--- config.mk ---
export PLATFORM = sky130hd
export DESIGN_NAME = ccff_chain_loader
export DESIGN_NICKNAME = d
export VERILOG_FILES = /design/src/rtl/ccff_chain_loader.sv
export SDC_FILE = /design/constraint.sdc
export NUM_CORES = 1
export LEC_CHECK = 0
export ABC_AREA = 1
export BUFFER_PORTS_ARGS = -buffer_cell sky130_fd_sc_hd__buf_2
export CAP_MARGIN = 20
export CORE_UTILIZATION = 55
export DETAILED_ROUTE_END_ITERATION = 16
export MAX_ROUTING_LAYER = met4
export PLACE_DENSITY = 0.82
export SLEW_MARGIN = 15
export SYNTH_ARGS = -nofsm -noshare
export SYNTH_HDL_FRONTEND = slang
export SYNTH_SLANG_ARGS = --single-unit
--- constraint.sdc ---
create_clock -name prog_clk -period 2.45 [get_ports prog_clk]
set_clock_uncertainty 0.05 [all_clocks]
set_input_delay 0.49 -clock prog_clk [delete_from_list [all_inputs] [get_ports prog_clk]]
set_output_delay 0.49 -clock prog_clk [all_outputs]
set_load 0.02 [all_outputs]
--- src/rtl/ccff_chain_loader.sv ---
// ccff_chain_loader: streams host configuration words LSB-first into a ccff chain.
// Define CCFF_READBACK_EN to add a CRC-checked rotate-back VERIFY pass.
module ccff_chain_loader #(
    parameter int CHAIN_LEN = 36,
    parameter int WORD_W    = 8
) (
    input  logic              prog_clk,
    input  logic              pReset,
    input  logic              start,
    input  logic [WORD_W-1:0] cfg_data,
    input  logic              cfg_valid,
    output logic              cfg_ready,
    output logic              ccff_head,
    input  logic              ccff_tail,
    output logic              shift_en,
    output logic              busy,
    output logic              done,
    output logic              err
);

    localparam int CNT_W = $clog2(CHAIN_LEN + 1);
    localparam int SC_W  = $clog2(WORD_W + 1);
    localparam logic [CNT_W-1:0] LAST_BIT = CNT_W'(CHAIN_LEN - 1);

    localparam logic [1:0] S_IDLE   = 2'd0;
    localparam logic [1:0] S_LOAD   = 2'd1;
`ifdef CCFF_READBACK_EN
    localparam logic [1:0] S_VERIFY = 2'd2;
`endif
    localparam logic [1:0] S_DONE   = 2'd3;

    function automatic logic [15:0] crc_step(input logic [15:0] c, input logic b);
        crc_step = {c[14:0], 1'b0} ^ ((c[15] ^ b) ? 16'h1021 : 16'h0000);
    endfunction

    logic [1:0]        r_state;
    logic [CNT_W-1:0]  r_cnt;
    logic [WORD_W-1:0] r_sr;
    logic [SC_W-1:0]   r_sr_cnt;
    logic [WORD_W-1:0] r_buf;
    logic              r_buf_full;
    logic [15:0]       r_crc;

    logic w_load_shift;
    logic w_last_load;
    logic w_accept;
    logic w_sr_free;

    assign w_load_shift = (r_state == S_LOAD) && (r_sr_cnt != '0);
    assign w_last_load  = w_load_shift && (r_cnt == LAST_BIT);
    assign cfg_ready    = (r_state == S_LOAD) && !r_buf_full;
    assign w_accept     = cfg_valid && cfg_ready;
    // Shift register counts as free when it is empty or its last bit leaves this edge,
    // which lets a buffered word follow with no shift_en gap.
    assign w_sr_free    = (r_sr_cnt == '0) || (w_load_shift && (r_sr_cnt == SC_W'(1)));
    assign busy         = (r_state != S_IDLE);
    assign done         = (r_state == S_DONE);

`ifdef CCFF_READBACK_EN
    logic        w_verify;
    logic [15:0] r_crc_rb;
    logic        r_err;

    assign w_verify  = (r_state == S_VERIFY);
    assign shift_en  = w_load_shift || w_verify;
    assign ccff_head = w_verify ? ccff_tail : (w_load_shift && r_sr[0]);
    assign err       = r_err;
`else
    logic w_unused_tail;

    assign w_unused_tail = ccff_tail;
    assign shift_en      = w_load_shift;
    assign ccff_head     = w_load_shift && r_sr[0];
    assign err           = 1'b0;
`endif

    always_ff @(posedge prog_clk or negedge pReset) begin
        if (!pReset) begin
            r_state    <= S_IDLE;
            r_cnt      <= '0;
            r_sr       <= '0;
            r_sr_cnt   <= '0;
            r_buf      <= '0;
            r_buf_full <= 1'b0;
            r_crc      <= 16'hFFFF;
`ifdef CCFF_READBACK_EN
            r_crc_rb   <= 16'hFFFF;
            r_err      <= 1'b0;
`endif
        end else begin
            case (r_state)
                S_IDLE: begin
                    if (start) begin
                        r_state    <= S_LOAD;
                        r_cnt      <= '0;
                        r_sr_cnt   <= '0;
                        r_buf_full <= 1'b0;
                        r_crc      <= 16'hFFFF;
`ifdef CCFF_READBACK_EN
                        r_crc_rb   <= 16'hFFFF;
                        r_err      <= 1'b0;
`endif
                    end
                end
                S_LOAD: begin
                    if (w_load_shift) begin
                        r_sr     <= r_sr >> 1;
                        r_sr_cnt <= r_sr_cnt - SC_W'(1);
                        r_cnt    <= r_cnt + CNT_W'(1);
                        r_crc    <= crc_step(r_crc, r_sr[0]);
                    end
                    if (r_buf_full && w_sr_free) begin
                        r_sr       <= r_buf;
                        r_sr_cnt   <= SC_W'(WORD_W);
                        r_buf_full <= 1'b0;
                    end else if (w_accept) begin
                        r_buf      <= cfg_data;
                        r_buf_full <= 1'b1;
                    end
                    // Final chain bit: drop leftover word bits and any buffered word.
                    if (w_last_load) begin
`ifdef CCFF_READBACK_EN
                        r_state    <= S_VERIFY;
`else
                        r_state    <= S_DONE;
`endif
                        r_cnt      <= '0;
                        r_sr_cnt   <= '0;
                        r_buf_full <= 1'b0;
                    end
                end
`ifdef CCFF_READBACK_EN
                S_VERIFY: begin
                    r_crc_rb <= crc_step(r_crc_rb, ccff_tail);
                    r_cnt    <= r_cnt + CNT_W'(1);
                    if (r_cnt == LAST_BIT) begin
                        r_cnt   <= '0;
                        r_err   <= (crc_step(r_crc_rb, ccff_tail) != r_crc);
                        r_state <= S_DONE;
                    end
                end
`endif
                S_DONE: begin
                    r_state <= S_IDLE;
                end
                default: begin
                    r_state <= S_IDLE;
                end
            endcase
        end
    end

endmodule
==> results of run 1 <==
[cells in the mapped netlist]
cell type  count  share of area
inv_2          6          0.015
o21ai_1        4          0.013
nor2_4         1         0.0073
inv_1         21          0.051
a21oi_1        5          0.016
buf_2          2         0.0064
nor2_8         1          0.013
nand3_1       24          0.077
o21ai_0        2         0.0064
nand4_1        2         0.0081
conb_1         1         0.0024
buf_4          1         0.0048
a21oi_2        1         0.0056
nor3_1         1         0.0032
nand2_2        7          0.028
ha_1           4          0.032
dfrtp_1       29           0.47
nand2_1       69           0.17
or2_2          1         0.0040
nand2_4        2          0.015
nand3_2        2          0.013
nor2_2         1         0.0040
nor2_1        11          0.027
buf_6          2          0.015
[stage by stage]
step           worst slack [ns]  std cells  hold slack, ns
3_5_place_dp              0.743        241           0.415
5_1_grt                   0.257        249           0.148
4_1_cts                   0.368        249           0.140
3_3_place_gp              0.784        241           0.413
6_report                  0.378        249           0.118
2_1_floorplan             0.787        200           0.144
[kinds of logic after synthesis]
group | synth area share
other cells | 0.00242
simple gates | 0.366
flops | 0.467
fa+ha+maj | 0.0322
buf+inv | 0.0911
compound gates | 0.0411
[sequential cells by signal (all words and copies together), names as in the netlist]
signal	count
r_buf_full	1
r_sr	8
r_cnt	6
r_sr_cnt	4
r_buf	8
r_state	2
[final cells by class]
class	instances	share of cell area
Clock buffer	7	0.0383
Clock inverter	1	0.00294
Inverter	27	0.0596
Multi-Input combinational cell	139	0.403
Sequential cell	29	0.427
Tap cell	30	0.0221
Timing Repair Buffer	16	0.0471
[critical path, delay by kind of cell, from the launching register on]
family	cells	cell delay (ns)
flip-flops	1	0.39
AND/OR/NAND/NOR	3	0.31
buffers and inverters	2	0.27
adder cells (fa/ha/maj)	1	0.24
[placed cells by master, fill, tap and decap left out]
cell type | synthesis | final
nand2_4 | 2 | 2
nand2_2 | 7 | 7
nand4_1 | 2 | 2
nor2_4 | 1 | 1
nor2_8 | 1 | 1
dfrtp_1 | 29 | 29
nand3_2 | 2 | 2
inv_2 | 6 | 6
nand3_1 | 24 | 24
or2_2 | 1 | 1
nor3_1 | 1 | 1
inv_1 | 21 | 21
clkinv_2 | 0 | 1
conb_1 | 1 | 1
clkbuf_8 | 0 | 2
nand2_1 | 69 | 69
o21ai_0 | 2 | 2
a21oi_1 | 5 | 5
nor2_2 | 1 | 1
o21ai_1 | 4 | 4
nor2_1 | 11 | 11
ha_1 | 4 | 4
buf_2 | 2 | 16
clkbuf_4 | 0 | 5
a21oi_2 | 1 | 1
[layer usage]
metal,track usage,vias up,share of wire,wire [um]
met2,0.420,35,0.47,1360
met3,0.0820,6,0.050,144
met1,0.283,562,0.46,1330
li1,-,655,-,-
met4,0.0750,0,0.013,38
met5,-,-,0,0
[path summary, 6_finish.rpt]
path / start / to / slack (ns) / depth (start not counted)
max: r_sr_cnt[0] / ccff_head / 0.38 / 6
min: pReset / r_sr_cnt[0] / 0.12 / 1
max reg2reg: r_sr_cnt[0] / r_sr_cnt[2] / 0.84 / 7
min reg2reg: r_sr[4] / r_sr[4] / 0.44 / 2
max in group asynchronous: pReset / r_sr[3] / 1.81 / 1
min in group prog_clk: cfg_data[4] / r_buf[4] / 0.30 / 3
[power by group through the flow]
stage          Sequential, mW  Clock, mW  Combinational (mW)
2_1_floorplan           0.805          0               0.911
3_3_place_gp            0.844          0                1.01
3_5_place_dp            0.855          0                1.07
4_1_cts                 0.846      0.339                1.08
5_1_grt                 0.873      0.364                1.24
6_report                0.847      0.331                1.07
==> flow_metrics.py, run 1 <==
metrics = {
    "floorplan": {
        "dieWidth_um": 55.1,
        "chipHeight_um": 55.1,
        "die_area_sq_mm": 0.00304,
        "initial_core_util": 0.605,
        "io_pins": 19,
        "core_sq_mm": 0.00257,
        "rows": 18,
    },
    "synth": {
        "synth.net_count": 217,
        "yosysSeqAreaShare": 0.467,
        "synth_seq_cells": 29,
        "netlist_instances": 200,
        "ys_warn_count": 0,
        "netlist_area_sq_mm": 0.00155,
        "synth_cell_types": 24,
        "syn_area_per_cell_sq_um": 7.76,
    },
    "setup_path": {
        "cp-end-kind": "primary output",
        "crit_path_max_incr_delay_ns": 0.39,
        "path_cells": "inv_1, ha_1, nand2_2, nand2_2, nor2_1, buf_2",
        "critPathMaxFanout": 4,
        "criticalPathCategory": "reg2out",
        "cp_common_cell": "nand2_2",
        "cp.required_ns": 1.91,
        "crit_slowest_cell": "dfrtp_1",
        "critPathArrivalTime_ns": 1.53,
        "cp-start-kind": "flip-flop",
    },
    "pwr": {
        "p_comb_frac": 0.477,
        "pwr-share-seq": 0.376,
        "power.total_mw": 2.25,
        "ir_worst_vdd_mv": 0.830,
        "pwr_density_cell_mw_per_mm2": 1320,
        "p_clk_frac": 0.147,
        "p_sw_mw": 1.03,
        "p_int_mw": 1.22,
        "power.leakage_nw": 0.975,
        "switching_share": 0.456,
    },
    "finish": {
        "final_core_util": 0.662,
        "n_antenna_cell": 0,
        "area_delta_synth_final_pct": 9.51,
        "final_nets": 235,
        "register_area_sq_um": 726,
        "multi_input_area_sq_um": 686,
        "fill_cells": 231,
        "fin_area_sq_mm": 0.00170,
        "drive_gt1_frac": 0.210,
    },
    "grt": {
        "grt_antenna_before_repair": 0,
        "grt_overflow": 0,
        "grt_max_degree": 30,
        "grt_first_pass_wirelength_mm": 5.08,
        "grt.total_usage": 0.250,
        "grt_pass1_vias": 1232,
    },
    "timing": {
        "fmax_mhz": 483,
        "finalCriticalPeriod_ns": 2.07,
        "worstMarginPinSlew_ns": 0.640,
        "slew_violations": 0,
        "min_period_over_period": 0.846,
        "rsz0062_at_grt": "false",
        "slew_headroom": 0.574,
        "setup_tns_ns": 0,
        "hold_viol": 0,
        "setup_viol_count_final": 0,
    },
    "min_path": {
        "hold_path.class": "in2async",
    },
    "detailed_routing": {
        "dr.pass1.iters": 4,
        "num_vias": 1258,
        "wirelength_mm": 2.88,
        "wl_per_cell_um": 11.5,
        "drc_errors": 0,
        "antenna_left": 0,
        "drt_iter0_drc": 28,
        "post_drt_via_cell_ratio": 5.05,
    },
    "clock_network": {
        "cts_setup_buffers": 0,
        "clk_pin_slew_worst_paths_ns": 0.10,
        "clock_latency_ns": 0.33,
        "clkSinkCount": 29,
        "cts_tree": "done",
        "cts_hold_buf": 0,
        "cts_made_buffers": 5,
        "cts_buffer_depth": 2,
        "clock-root-buffer": "clkbuf_4",
        "post_cts_resized": 0,
        "htreeDepth": 2,
    },
    "status": {
        "status": "completed",
    },
    "place": {
        "portBuffers": 16,
        "place_congestion": 0.773,
        "place_area_sq_mm": 0.00163,
        "dp_hpwl_mm": 2.14,
    },
    "run": {
        "drv_cap": 0,
    },
}
Power figures use the tool's default switching activity.
==> inputs of run 2 (changes only) <==
==> constraint.sdc (replaced) <==
create_clock -name prog_clk -period 2.1 [get_ports prog_clk]
set_clock_uncertainty 0.05 [all_clocks]
set_input_delay 0.42 -clock prog_clk [delete_from_list [all_inputs] [get_ports prog_clk]]
set_output_delay 0.42 -clock prog_clk [all_outputs]
set_load 0.02 [all_outputs]
==> flow_metrics.py, run 2 (synthesis gave the netlist of run 1 again) <==
metrics = {
    "timing": {
        "layout_setup_ws_ns": 0.132,
        "worstMarginPinSlew_ns": 0.625,
        "slew_headroom": 0.583,
        "rsz0062_at_grt": "false",
        "hold_viol": 0,
        "min_period_over_period": 0.937,
        "fmax_mhz": 508,
        "setup_tns_ns": 0,
        "finalCriticalPeriod_ns": 1.97,
        "setup_viol_count_final": 0,
        "slew_violations": 0,
    },
    "setup_path": {
        "criticalPathCategory": "reg2out",
        "critPathMaxFanout": 4,
        "crit_path_max_incr_delay_ns": 0.37,
        "r2r_setup_slack_ns": 0.51,
        "cp-start-kind": "flip-flop",
        "reg2reg_depth": 10,
        "cp-end-kind": "primary output",
        "path_cells": "inv_1, ha_1, nand2_2, nand2_2, nor2_1, buf_2",
        "regToRegEndpoint": "r_cnt[4]",
        "crit_slowest_cell": "dfrtp_1",
        "r2r_start": "r_sr_cnt[0]",
        "crit_end": "ccff_head",
        "cp.required_ns": 1.63,
        "critPathArrivalTime_ns": 1.50,
        "cp-startpoint": "r_sr_cnt[0]",
        "cp_common_cell": "nand2_2",
    },
    "detailed_routing": {
        "num_vias": 1291,
        "dr.pass1.iters": 4,
        "wirelength_mm": 3.04,
        "antenna_left": 0,
        "wl_per_cell_um": 12.2,
        "drc_errors": 0,
        "post_drt_via_cell_ratio": 5.16,
        "drt_iter0_drc": 33,
    },
    "pwr": {
        "p_comb_frac": 0.485,
        "power.leakage_nw": 0.980,
        "ir_worst_vdd_mv": 0.973,
        "switching_share": 0.460,
        "p_sw_mw": 1.23,
        "pwr-share-seq": 0.373,
        "power.total_mw": 2.66,
        "p_clk_frac": 0.142,
        "pwr_density_cell_mw_per_mm2": 1560,
        "p_int_mw": 1.44,
    },
    "grt": {
        "grt_overflow": 0,
        "grt_first_pass_wirelength_mm": 5.18,
        "grt_max_degree": 30,
        "grt_antenna_before_repair": 0,
        "grt_pass1_vias": 1234,
        "grt.total_usage": 0.259,
    },
    "floorplan": {
        "core_sq_mm": 0.00257,
        "chipHeight_um": 55.1,
        "io_pins": 19,
        "die_area_sq_mm": 0.00304,
        "rows": 18,
        "dieWidth_um": 55.1,
        "initial_core_util": 0.605,
    },
    "place": {
        "place_congestion": 0.777,
        "preCtsSetupSlack_ns": 0.438,
        "dp_hpwl_mm": 2.21,
        "portBuffers": 16,
    },
    "clock_network": {
        "cts_buffer_depth": 2,
        "cts_hold_buf": 0,
        "clkSinkCount": 29,
        "clk_pin_slew_worst_paths_ns": 0.09,
        "cts_made_buffers": 5,
        "clock-root-buffer": "clkbuf_4",
        "clock_latency_ns": 0.31,
        "htreeDepth": 2,
        "cts_tree": "done",
    },
    "finish": {
        "mostFrequentLayoutCell": "nand2_1",
        "drive_gt1_frac": 0.214,
        "final_nets": 236,
        "register_area_sq_um": 726,
        "reg_top3": "r_buf (8), r_sr (8), r_cnt (6)",
        "final_core_util": 0.665,
        "n_antenna_cell": 0,
        "final_cell_mix": "nand2_1, dfrtp_1, nand3_1, inv_1, buf_2",
        "fill_cells": 230,
        "area_delta_synth_final_pct": 9.99,
        "multi_input_area_sq_um": 686,
    },
    "run": {
        "drv_cap": 0,
    },
    "status": {
        "status": "completed",
    },
    "min_path": {
        "hold_path.class": "in2async",
    },
}
-- run 2: stage by stage --
step                hold slack, ns  instances  cell area (sq um)
floorplan                   0.0744        200               1550
global placement             0.413        241               1630
detailed placement           0.415        241               1630
CTS                         0.0594        249               1700
global route                0.0833        250               1710
finish                      0.0610        250               1710
-- run 2: layer usage --
| metal | vias up | GRT usage | wire, um |
|---|---|---|---|
| met5 | - | - | 0 |
| met4 | 0 | 0.0750 | 14 |
| met3 | 2 | 0.0738 | 94 |
| met2 | 26 | 0.446 | 1520 |
| met1 | 608 | 0.293 | 1410 |
| li1 | 655 | - | - |
-- run 2: cell type report --
| cell class | count | area share |
|---|---|---|
| inverters | 27 | 0.0593 |
| flip-flops and latches | 29 | 0.425 |
| repair buffers | 17 | 0.0513 |
| clock inverters | 1 | 0.00293 |
| clock buffers | 7 | 0.0381 |
| well taps | 30 | 0.0220 |
| multi-input cells | 139 | 0.401 |
-- run 2: how the worst min path moves through the flow --
stage	startpoint	endpoint	slack [ns]
floorplan	pReset	r_buf[0]	0.07
global placement	r_sr[1]	r_sr[1]	0.41
detailed placement	r_sr[4]	r_sr[4]	0.41
CTS	pReset	r_state[1]	0.06
global route	pReset	r_state[0]	0.08
finish	pReset	r_state[0]	0.06
-- run 2: timing repair --
action	in CTS	in global routing
setup endpoints to repair	0	1
resized for setup	0	0
setup buffers	0	1
-- run 2: critical path, delay by kind of cell (launching register included) --
family,cells,cell delay [ns]
AND/OR/NAND/NOR,3,0.31
flip-flops,1,0.37
adder cells (fa/ha/maj),1,0.23
buffers and inverters,2,0.26
-- run 2: power by group through the flow --
stage	registers (mW)	clock network, mW	logic (mW)
2_1_floorplan	0.939	0	1.06
3_3_place_gp	0.985	0	1.18
3_5_place_dp	1.00	0	1.26
4_1_cts	0.992	0.390	1.27
5_1_grt	1.02	0.422	1.47
6_report	0.994	0.377	1.29
==> inputs of run 3 (changes only) <==
--- a/config.mk
+++ b/config.mk
@@ -6,12 +6,15 @@
 export NUM_CORES = 1
 export LEC_CHECK = 0
 export ABC_AREA = 1
+export ABC_CLOCK_PERIOD_IN_PS = 2100
 export BUFFER_PORTS_ARGS = -buffer_cell sky130_fd_sc_hd__buf_2
 export CAP_MARGIN = 20
-export CORE_UTILIZATION = 55
+export CELL_PAD_IN_SITES_DETAIL_PLACEMENT = 1
+export CELL_PAD_IN_SITES_GLOBAL_PLACEMENT = 1
+export CORE_UTILIZATION = 42
 export DETAILED_ROUTE_END_ITERATION = 16
 export MAX_ROUTING_LAYER = met4
-export PLACE_DENSITY = 0.82
+export PLACE_DENSITY = 0.84
 export SLEW_MARGIN = 15
 export SYNTH_ARGS = -nofsm -noshare
 export SYNTH_HDL_FRONTEND = slang
==> flow_metrics.py, run 3 (synthesis gave the netlist of run 1 again) <==
metrics = {
    "pwr": {
        "p_clk_frac": 0.209,
        "p_sw_mw": 1.26,
        "pwr-share-seq": 0.346,
        "p_comb_frac": 0.445,
        "switching_share": 0.438,
        "p_int_mw": 1.62,
        "pwr_density_cell_mw_per_mm2": 1630,
        "ir_worst_vdd_mv": 0.840,
        "power.leakage_nw": 0.992,
    },
    "floorplan": {
        "chipHeight_um": 62.8,
        "core_sq_mm": 0.00344,
        "initial_core_util": 0.451,
        "dieWidth_um": 62.8,
        "die_area_sq_mm": 0.00394,
        "rows": 21,
        "io_pins": 19,
    },
    "finish": {
        "final_cell_mix": "nand2_1, dfrtp_1, nand3_1, inv_1, buf_2",
        "multi_input_area_sq_um": 686,
        "final_nets": 235,
        "area_delta_synth_final_pct": 13.8,
        "n_antenna_cell": 0,
        "drive_gt1_frac": 0.205,
        "mostFrequentLayoutCell": "nand2_1",
        "reg_top3": "r_buf (8), r_sr (8), r_cnt (6)",
        "register_area_sq_um": 726,
        "fill_cells": 448,
    },
    "timing": {
        "hold_viol": 0,
        "min_period_over_period": 0.931,
        "layout_setup_ws_ns": 0.145,
        "slew_headroom": 0.565,
        "rsz0062_at_grt": "false",
        "setup_tns_ns": 0,
        "setup_viol_count_final": 0,
        "fmax_mhz": 512,
        "finalCriticalPeriod_ns": 1.95,
        "worstMarginPinSlew_ns": 0.653,
        "slew_violations": 0,
    },
    "place": {
        "place_congestion": 0.777,
        "preCtsSetupSlack_ns": 0.472,
        "portBuffers": 16,
        "dp_hpwl_mm": 2.59,
    },
    "grt": {
        "grt_first_pass_wirelength_mm": 6.29,
        "grt.total_usage": 0.217,
        "grt_max_degree": 30,
        "grt_antenna_before_repair": 0,
        "grt_pass1_vias": 1381,
        "grt_overflow": 0,
    },
    "detailed_routing": {
        "dr.pass1.iters": 4,
        "wl_per_cell_um": 13.1,
        "wirelength_mm": 3.47,
        "drc_errors": 0,
        "antenna_left": 0,
        "post_drt_via_cell_ratio": 4.95,
        "num_vias": 1311,
        "drt_iter0_drc": 38,
    },
    "clock_network": {
        "cts_setup_buffers": 0,
        "clkSinkCount": 29,
        "cts_hold_buf": 0,
        "cts_tree": "done",
        "cts_buffer_depth": 2,
        "htreeDepth": 2,
        "clock_latency_ns": 0.29,
        "clock-root-buffer": "clkbuf_8",
        "post_cts_resized": 0,
        "clk_pin_slew_worst_paths_ns": 0.06,
        "cts_made_buffers": 5,
    },
    "run": {
        "drv_cap": 0,
    },
    "setup_path": {
        "cp-start-kind": "flip-flop",
        "cp.required_ns": 1.63,
        "criticalPathCategory": "reg2out",
        "critPathMaxFanout": 4,
        "cp-end-kind": "primary output",
        "critPathArrivalTime_ns": 1.48,
    },
    "min_path": {
        "hold_path.class": "in2async",
    },
    "status": {
        "status": "completed",
    },
}
[run 3: cell count changes in the layout (fill, tap and decap cells not counted)]
cell	change
clkbuf_4	-5
buf_4	-1
bufinv_16	+1
clkbuf_8	+4
clkinv_2	-1
clkbuf_1	+1
[run 3: metal layers]
metal | vias up | GRT usage | share of wire
met3 | 7 | 0.0657 | 0.040
met2 | 27 | 0.374 | 0.51
met5 | - | - | 0
met4 | 0 | 0.0785 | 0.019
li1 | 651 | - | -
met1 | 626 | 0.235 | 0.43
[run 3: path summary, 6_finish.rpt]
path,startpoint,end,slack (ns),cells after the start
max in group asynchronous,pReset,r_buf[1],1.47,1
max reg2reg,r_sr_cnt[0],r_cnt[2],0.49,10
min reg2reg,r_sr[3],r_sr[3],0.43,2
max,r_sr_cnt[0],ccff_head,0.15,6
min,pReset,r_sr[4],0.11,1
min in group prog_clk,cfg_data[6],r_buf[6],0.28,3
[run 3: cell type report]
cell class                      instances  area share
Clock inverter                          1      0.0170
Timing Repair Buffer                   16      0.0453
Sequential cell                        29       0.411
Tap cell                               46      0.0326
Multi-Input combinational cell        139       0.388
Inverter                               27      0.0574
Clock buffer                            7      0.0489
[run 3: worst max-delay path, cell delays in order, from the launching register on]
cell and delay [ns]:
dfrtp_1 0.37, inv_1 0.09, ha_1 0.24, nand2_2 0.13, nand2_2 0.11, nor2_1 0.09
buf_2 0.16
[run 3: power by group through the flow]
stage               clock network [mW]  registers [mW]  logic (mW)
floorplan                            0           0.939        1.06
global placement                     0           0.988        1.19
detailed placement                   0            1.01        1.30
CTS                              0.615            1.00        1.31
global route                     0.641            1.03        1.49
finish                           0.603           0.998        1.28
[run 3: stage by stage]
step	utilization	hold WS, ns	instance area [sq um]	power, mW	instances
final	0.513	0.109	1770	2.88	265
after global routing	0.513	0.142	1770	3.16	265
after CTS	0.513	0.131	1770	2.93	265
after detailed placement	0.479	0.420	1650	2.31	257
after global placement	0.479	0.412	1650	2.18	257
after floorplan	-	0.0744	1550	2.00	200
